### src/rtl/uart_apb_ctrl_if.sv
// uart_apb_ctrl_if: APB slave bus bundle between a bus master and uart_apb_ctrl
interface uart_apb_ctrl_if;
  logic        PSEL;
  logic        PENABLE;
  logic        PWRITE;
  logic [31:0] PADDR;
  logic [31:0] PWDATA;
  logic [31:0] PRDATA;
  logic        PREADY;
  logic        PSLVERR;
  modport master (output PSEL, PENABLE, PWRITE, PADDR, PWDATA, input PRDATA, PREADY, PSLVERR);
  modport slave (input PSEL, PENABLE, PWRITE, PADDR, PWDATA, output PRDATA, PREADY, PSLVERR);
endinterface

### src/rtl/uart_apb_ctrl.sv
// uart_apb_ctrl: APB slave exposing DATA/STATUS/CTRL registers in front of a UART TX/RX FIFO pair
module uart_apb_ctrl #(
  parameter int TIMEOUT = 255
) (
  input  logic           PCLK,
  input  logic           PRESET,
  uart_apb_ctrl_if.slave apb,
  output logic           wr_uart,
  output logic           rd_uart,
  output logic [7:0]     w_data,
  input  logic [7:0]     r_data,
  input  logic           tx_full,
  input  logic           rx_empty,
  output logic           irq
);
  localparam int CW = $clog2(TIMEOUT + 2);
  typedef enum logic [1:0] {IDLE, ACCESS, WAIT_TX} state_t;
  state_t st;
  logic [7:0] addr;
  logic wr;
  logic [CW-1:0] cnt;
  logic [2:0] ctrl;
  logic txerr, rxerr;
  logic setup, busy, dat, sta, ctl, tmo, done, err;
  logic [31:0] rdata;
  logic unused_bits;
  assign unused_bits = ^{apb.PADDR[31:8], apb.PWDATA[31:8]};
  // The ACCESS cycle itself is the first wait cycle, so WAIT_TX gives up after TIMEOUT-1 more
  always_comb begin
    setup = apb.PSEL & ~apb.PENABLE;
    busy = ~PRESET & apb.PSEL & (st != IDLE);
    dat = addr == 8'h00;
    sta = addr == 8'h04;
    ctl = addr == 8'h08;
    tmo = cnt == CW'(TIMEOUT - 1);
    done = busy & (st == WAIT_TX ? ~tx_full | tmo : ~(dat & wr & tx_full));
    err = ~(dat | sta | ctl) | (dat & ~wr & rx_empty) | ((st == WAIT_TX) & tx_full);
    rdata = dat ? (rx_empty ? 32'h0 : {24'h0, r_data}) :
            sta ? {28'h0, rxerr, txerr, tx_full, rx_empty} :
            ctl ? {29'h0, ctrl} : 32'h0;
    apb.PREADY = done;
    apb.PSLVERR = done & err;
    apb.PRDATA = (done & ~wr) ? rdata : 32'h0;
    wr_uart = done & dat & wr & ~tx_full;
    rd_uart = done & dat & ~wr & ~rx_empty;
  end
  always_ff @(posedge PCLK) begin
    if (PRESET) begin
      st <= IDLE;
      addr <= 8'h0;
      wr <= 1'b0;
      w_data <= 8'h0;
      cnt <= '0;
      ctrl <= 3'h0;
      txerr <= 1'b0;
      rxerr <= 1'b0;
      irq <= 1'b0;
    end else begin
      irq <= (ctrl[0] & ~rx_empty) | (ctrl[1] & ~tx_full) | (ctrl[2] & (txerr | rxerr));
      txerr <= (done & dat & wr & tx_full) | (txerr & ~(done & sta & wr & w_data[2]));
      rxerr <= (done & dat & ~wr & rx_empty) | (rxerr & ~(done & sta & wr & w_data[3]));
      if (done & ctl & wr) ctrl <= w_data[2:0];
      if (busy & ~done) begin
        st <= WAIT_TX;
        cnt <= (st == ACCESS) ? '0 : cnt + 1'b1;
      end else if (setup) begin
        st <= ACCESS;
        addr <= apb.PADDR[7:0];
        wr <= apb.PWRITE;
        w_data <= apb.PWDATA[7:0];
      end else begin
        st <= IDLE;
      end
    end
  end
endmodule

### src/flat_wrapper.sv
// flat-port wrapper written by rule: the top's interface ports become plain ports
module uart_apb_ctrl_flat 
#(
  parameter int TIMEOUT = 255
)
  (PCLK, PRESET, wr_uart, rd_uart, w_data, r_data, tx_full, rx_empty, irq, apb_PSEL, apb_PENABLE, apb_PWRITE, apb_PADDR, apb_PWDATA, apb_PRDATA, apb_PREADY, apb_PSLVERR);
  uart_apb_ctrl_if apb_i ();
  input  logic PCLK;
  input  logic PRESET;
  output logic wr_uart;
  output logic rd_uart;
  output logic [7:0] w_data;
  input  logic [7:0] r_data;
  input  logic tx_full;
  input  logic rx_empty;
  output logic irq;
  input wire logic [$bits(apb_i.PSEL)-1:0] apb_PSEL;
  input wire logic [$bits(apb_i.PENABLE)-1:0] apb_PENABLE;
  input wire logic [$bits(apb_i.PWRITE)-1:0] apb_PWRITE;
  input wire logic [$bits(apb_i.PADDR)-1:0] apb_PADDR;
  input wire logic [$bits(apb_i.PWDATA)-1:0] apb_PWDATA;
  output wire logic [$bits(apb_i.PRDATA)-1:0] apb_PRDATA;
  output wire logic [$bits(apb_i.PREADY)-1:0] apb_PREADY;
  output wire logic [$bits(apb_i.PSLVERR)-1:0] apb_PSLVERR;
  assign apb_i.PSEL = apb_PSEL;
  assign apb_i.PENABLE = apb_PENABLE;
  assign apb_i.PWRITE = apb_PWRITE;
  assign apb_i.PADDR = apb_PADDR;
  assign apb_i.PWDATA = apb_PWDATA;
  assign apb_PRDATA = apb_i.PRDATA;
  assign apb_PREADY = apb_i.PREADY;
  assign apb_PSLVERR = apb_i.PSLVERR;
  uart_apb_ctrl #(.TIMEOUT(TIMEOUT)) u_core (.PCLK(PCLK), .PRESET(PRESET), .apb(apb_i), .wr_uart(wr_uart), .rd_uart(rd_uart), .w_data(w_data), .r_data(r_data), .tx_full(tx_full), .rx_empty(rx_empty), .irq(irq));
endmodule
### config.mk
export PLATFORM = sky130hd
export DESIGN_NAME = uart_apb_ctrl_flat
export DESIGN_NICKNAME = d
export VERILOG_FILES = /design/src/rtl/uart_apb_ctrl_if.sv /design/src/rtl/uart_apb_ctrl.sv /design/src/flat_wrapper.sv
export SDC_FILE = /design/constraint.sdc
export NUM_CORES = 1
export LEC_CHECK = 0
export BUFFER_PORTS_ARGS = -buffer_cell sky130_fd_sc_hd__buf_2
export CAP_MARGIN = 10
export CORE_MARGIN = 4
export CORE_UTILIZATION = 27
export DETAILED_ROUTE_END_ITERATION = 16
export MAX_ROUTING_LAYER = met4
export PLACE_DENSITY = 0.52
export SETUP_SLACK_MARGIN = 0.15
export SLEW_MARGIN = 5
export SYNTH_ARGS = -nofsm -noshare
export SYNTH_HDL_FRONTEND = slang
export SYNTH_SLANG_ARGS = --single-unit
export TNS_END_PERCENT = 20
### constraint.sdc
create_clock -name PCLK -period 2.7 [get_ports PCLK]
set_clock_uncertainty 0.05 [all_clocks]
set_input_delay 0.27 -clock PCLK [delete_from_list [all_inputs] [get_ports PCLK]]
set_output_delay 0.27 -clock PCLK [all_outputs]
set_load 0.005 [all_outputs]
==> out/qor.yml <==
grt:
  grt_pass1_vias: 1762
  grtUsageTotal: 0.123
  grt_pass1_wl_um: 8300
  grt_remaining_overflow: 0
  antenna_found_initial: 0
  grt_start_max_net_pins: 42
synthesis:
  yosysWarnings: 0
  async_flop_share: 0
  syn_inst: 234
  yosys.cell_count.top_type: "nand2_1"
  synth_area_mm2: 0.00194
  synth_seq_cells: 34
  synth_commonest_cells: "42 x nand2_1, 34 x dfxtp_1, 24 x buf_4"
  synthFlopType: "dfxtp_1"
  yosys.area.top_type: "dfxtp_1"
  synth_edf_count: 0
  post-synth-top-area-fraction: 0.351
  syn_area_per_cell_um2: 8.29
  seq_area_frac_synth: 0.351
  yosysUniqueCellTypes: 46
  synth_area_leaders: "dfxtp_1 35%, mux2i_1 11%, buf_4 9.3%"
setup_path:
  cp_top_family: "simple AND/OR/NAND/NOR gates"
  cp_cell_sequence: "or4_4 > or4_4 > and3_4 > o21ai_1 > nand2_1 > buf_2"
  r2r_end: "u_core.cnt[6]"
  startpoint_type: "flop"
  cp_data_required_time_ns: 2.38
  rrSetupSlack_ns: 0.35
  rr_worst_depth: 6
  slowest_stage: "or4_4"
  slowest_delay_ns: 0.57
  critical_path_peak_fanout: 4
  r2r_start: "u_core.addr[4]"
  path_class: "reg -> out"
  cp.arrival_ns: 2.17
  cp_common_cell: "or4_4"
  endpoint_kind: "primary output"
  path_buf_inv: 1
clock_tree:
  clock_latency_ns: 0.29
  htree_levels: 2
  cts_tree: "done"
  cts_made_buffers: 5
  cts_buffer_depth: 2
  clock_sinks: 34
  cts.clk_slew.worst_paths_ns: 0.07
  cts_root_buf: "clkbuf_8"
detailed_routing:
  viasPerCell: 4.53
  drt_first_pass_iters: 4
  drc: 0
  first_iter_violations: 76
  wl_per_cell_um: 12.6
  routed_wl_um: 4910
  vias: 1764
  drtAntennaViolNets: 0
timing:
  slew_headroom: 0.660
  hold_ws_ns: 0.175
  grt_setup_unrepaired: "yes"
  fin_setup_tns_ns: 0
  hold_viol_final: 0
  setup_viol: 0
  fmax_mhz: 402
  worstMarginPinSlew_ns: 0.509
  min_period_over_period: 0.921
  maxSlewViolCount: 0
  fin_crit_ns: 2.49
power_and_ir_drop:
  peakVddDrop_mv: 0.222
  powerDensity_mw_per_mm2: 446
  p_leak_nw: 1.08
floorplan:
  dieArea_mm2: 0.00861
  die_height_um: 92.8
  io_pins: 124
  start_util: 0.281
  core_area_mm2: 0.00691
  die_x_um: 92.8
  num_rows: 30
layout:
  fin_cells: 389
  stdcell_area_mm2: 0.00240
  final_util: 0.347
  antennaDiodeCount: 0
  layout-drive-gt1-share: 0.294
  num-nets-final: 373
  synthToLayoutAreaGrowth_pct: 23.5
run:
  drv_cap: 0
placed_design:
  port_buffers: 51
  dpl_cell_area_mm2: 0.00223
  hpwl_um: 3620
  dp.cells: 378
  place_congestion: 0.770
hold_path:
  min_from: "apb_PADDR[5]"
  min_to: "u_core.addr[5]"
  hp-class: "in -> reg"
  hold_path_depth: 3
status:
  status: "finished clean"
==> placed cells by master, fill, tap and decap left out, types with 3 or more instances in the layout <==
cell and count:
buf_2 51, nand2_1 42, dfxtp_1 32, conb_1 24, mux2i_1 21, a21oi_1 11, buf_4 11, nor2_1 8
nand3_1 8, o21ai_0 8, inv_1 6, clkbuf_8 6, and2_1 5, or4_4 4, nor2b_1 3, or2_2 3
o31ai_1 3
==> metal layers <==
layer | share of wire | track usage | wire, µm | up-vias
met2 | 0.44 | 0.184 | 2160 | 78
met1 | 0.44 | 0.154 | 2180 | 798
met4 | 0.015 | 0.0513 | 72 | 0
met3 | 0.10 | 0.0374 | 496 | 5
li1 | - | - | - | 883
met5 | 0 | - | 0 | -
==> report_power, final <==
group          total [mW]  leakage [nW]  switching [mW]  internal [mW]
Sequential          0.525         0.277          0.0105          0.515
Combinational       0.147         0.758          0.0789         0.0679
Clock               0.398        0.0472           0.193          0.205
==> worst max path at each step <==
stage                               from               end  slack, ns  cells past startpoint
after CTS                 u_core.addr[3]       apb_PSLVERR       0.11                      5
after detailed placement   u_core.cnt[5]  u_core.w_data[7]       0.13                      6
after global placement     u_core.cnt[5]  u_core.w_data[3]       0.16                      6
after floorplan           u_core.addr[7]      u_core.st[0]       0.31                      9
final                     u_core.addr[4]       apb_PSLVERR       0.21                      6
after global routing      u_core.addr[4]       apb_PSLVERR       0.12                      6
==> what timing repair did <==
action                                  CTS  global route
hold buffers                              0             0
resized for setup                         1            11
setup buffers                             1             2
pin swaps                                 1             3
endpoints found under the setup margin   25            11
==> through the flow <==
step | total power [mW] | setup slack (ns)
2_1_floorplan | 0.643 | 0.313
5_1_grt | 1.14 | 0.124
6_report | 1.07 | 0.213
3_3_place_gp | 0.668 | 0.165
3_5_place_dp | 0.670 | 0.126
4_1_cts | 1.08 | 0.106
==> worst register-to-register path: stages, from the launching register on <==
cell and delay, ns:
dfxtp_2 0.33, or4_4 0.57, or4_4 0.54, a21bo_1 0.28
clkinv_8 0.08, nand2_1 0.11, o41ai_1 0.31
==> layout make-up <==
class | count | area (µm²)
flip-flops and latches | 34 | 686
well taps | 96 | 120
multi-input cells | 180 | 1100
clock inverters | 2 | 12.5
clock buffers | 6 | 82.6
fillers | 772 | 4510
repair buffers | 63 | 358
inverters | 8 | 42.5
==> cells by family (layout without fill, tap and decap cells) <==
kind of cell	count (synthesis)	after routing	synth area share
AOI/OAI and AO/OA	40	40	0.136
adders and majority gates	2	2	0.0129
buffers and inverters	43	79	0.148
DFF	34	34	0.351
muxes	21	21	0.108
other	1	24	0.00193
and+or+nand+nor	93	93	0.242
==> flip-flops by register name, summed over array words and instances, names as in the netlist <==
register / cells
u_core.w_data: 8
u_core.cnt: 9
u_core.addr: 8
u_core.irq: 1
u_core.ctrl: 3
u_core.wr: 1
u_core.rxerr: 1
u_core.txerr: 1
u_core.st: 2
Power figures use the tool's default switching activity.
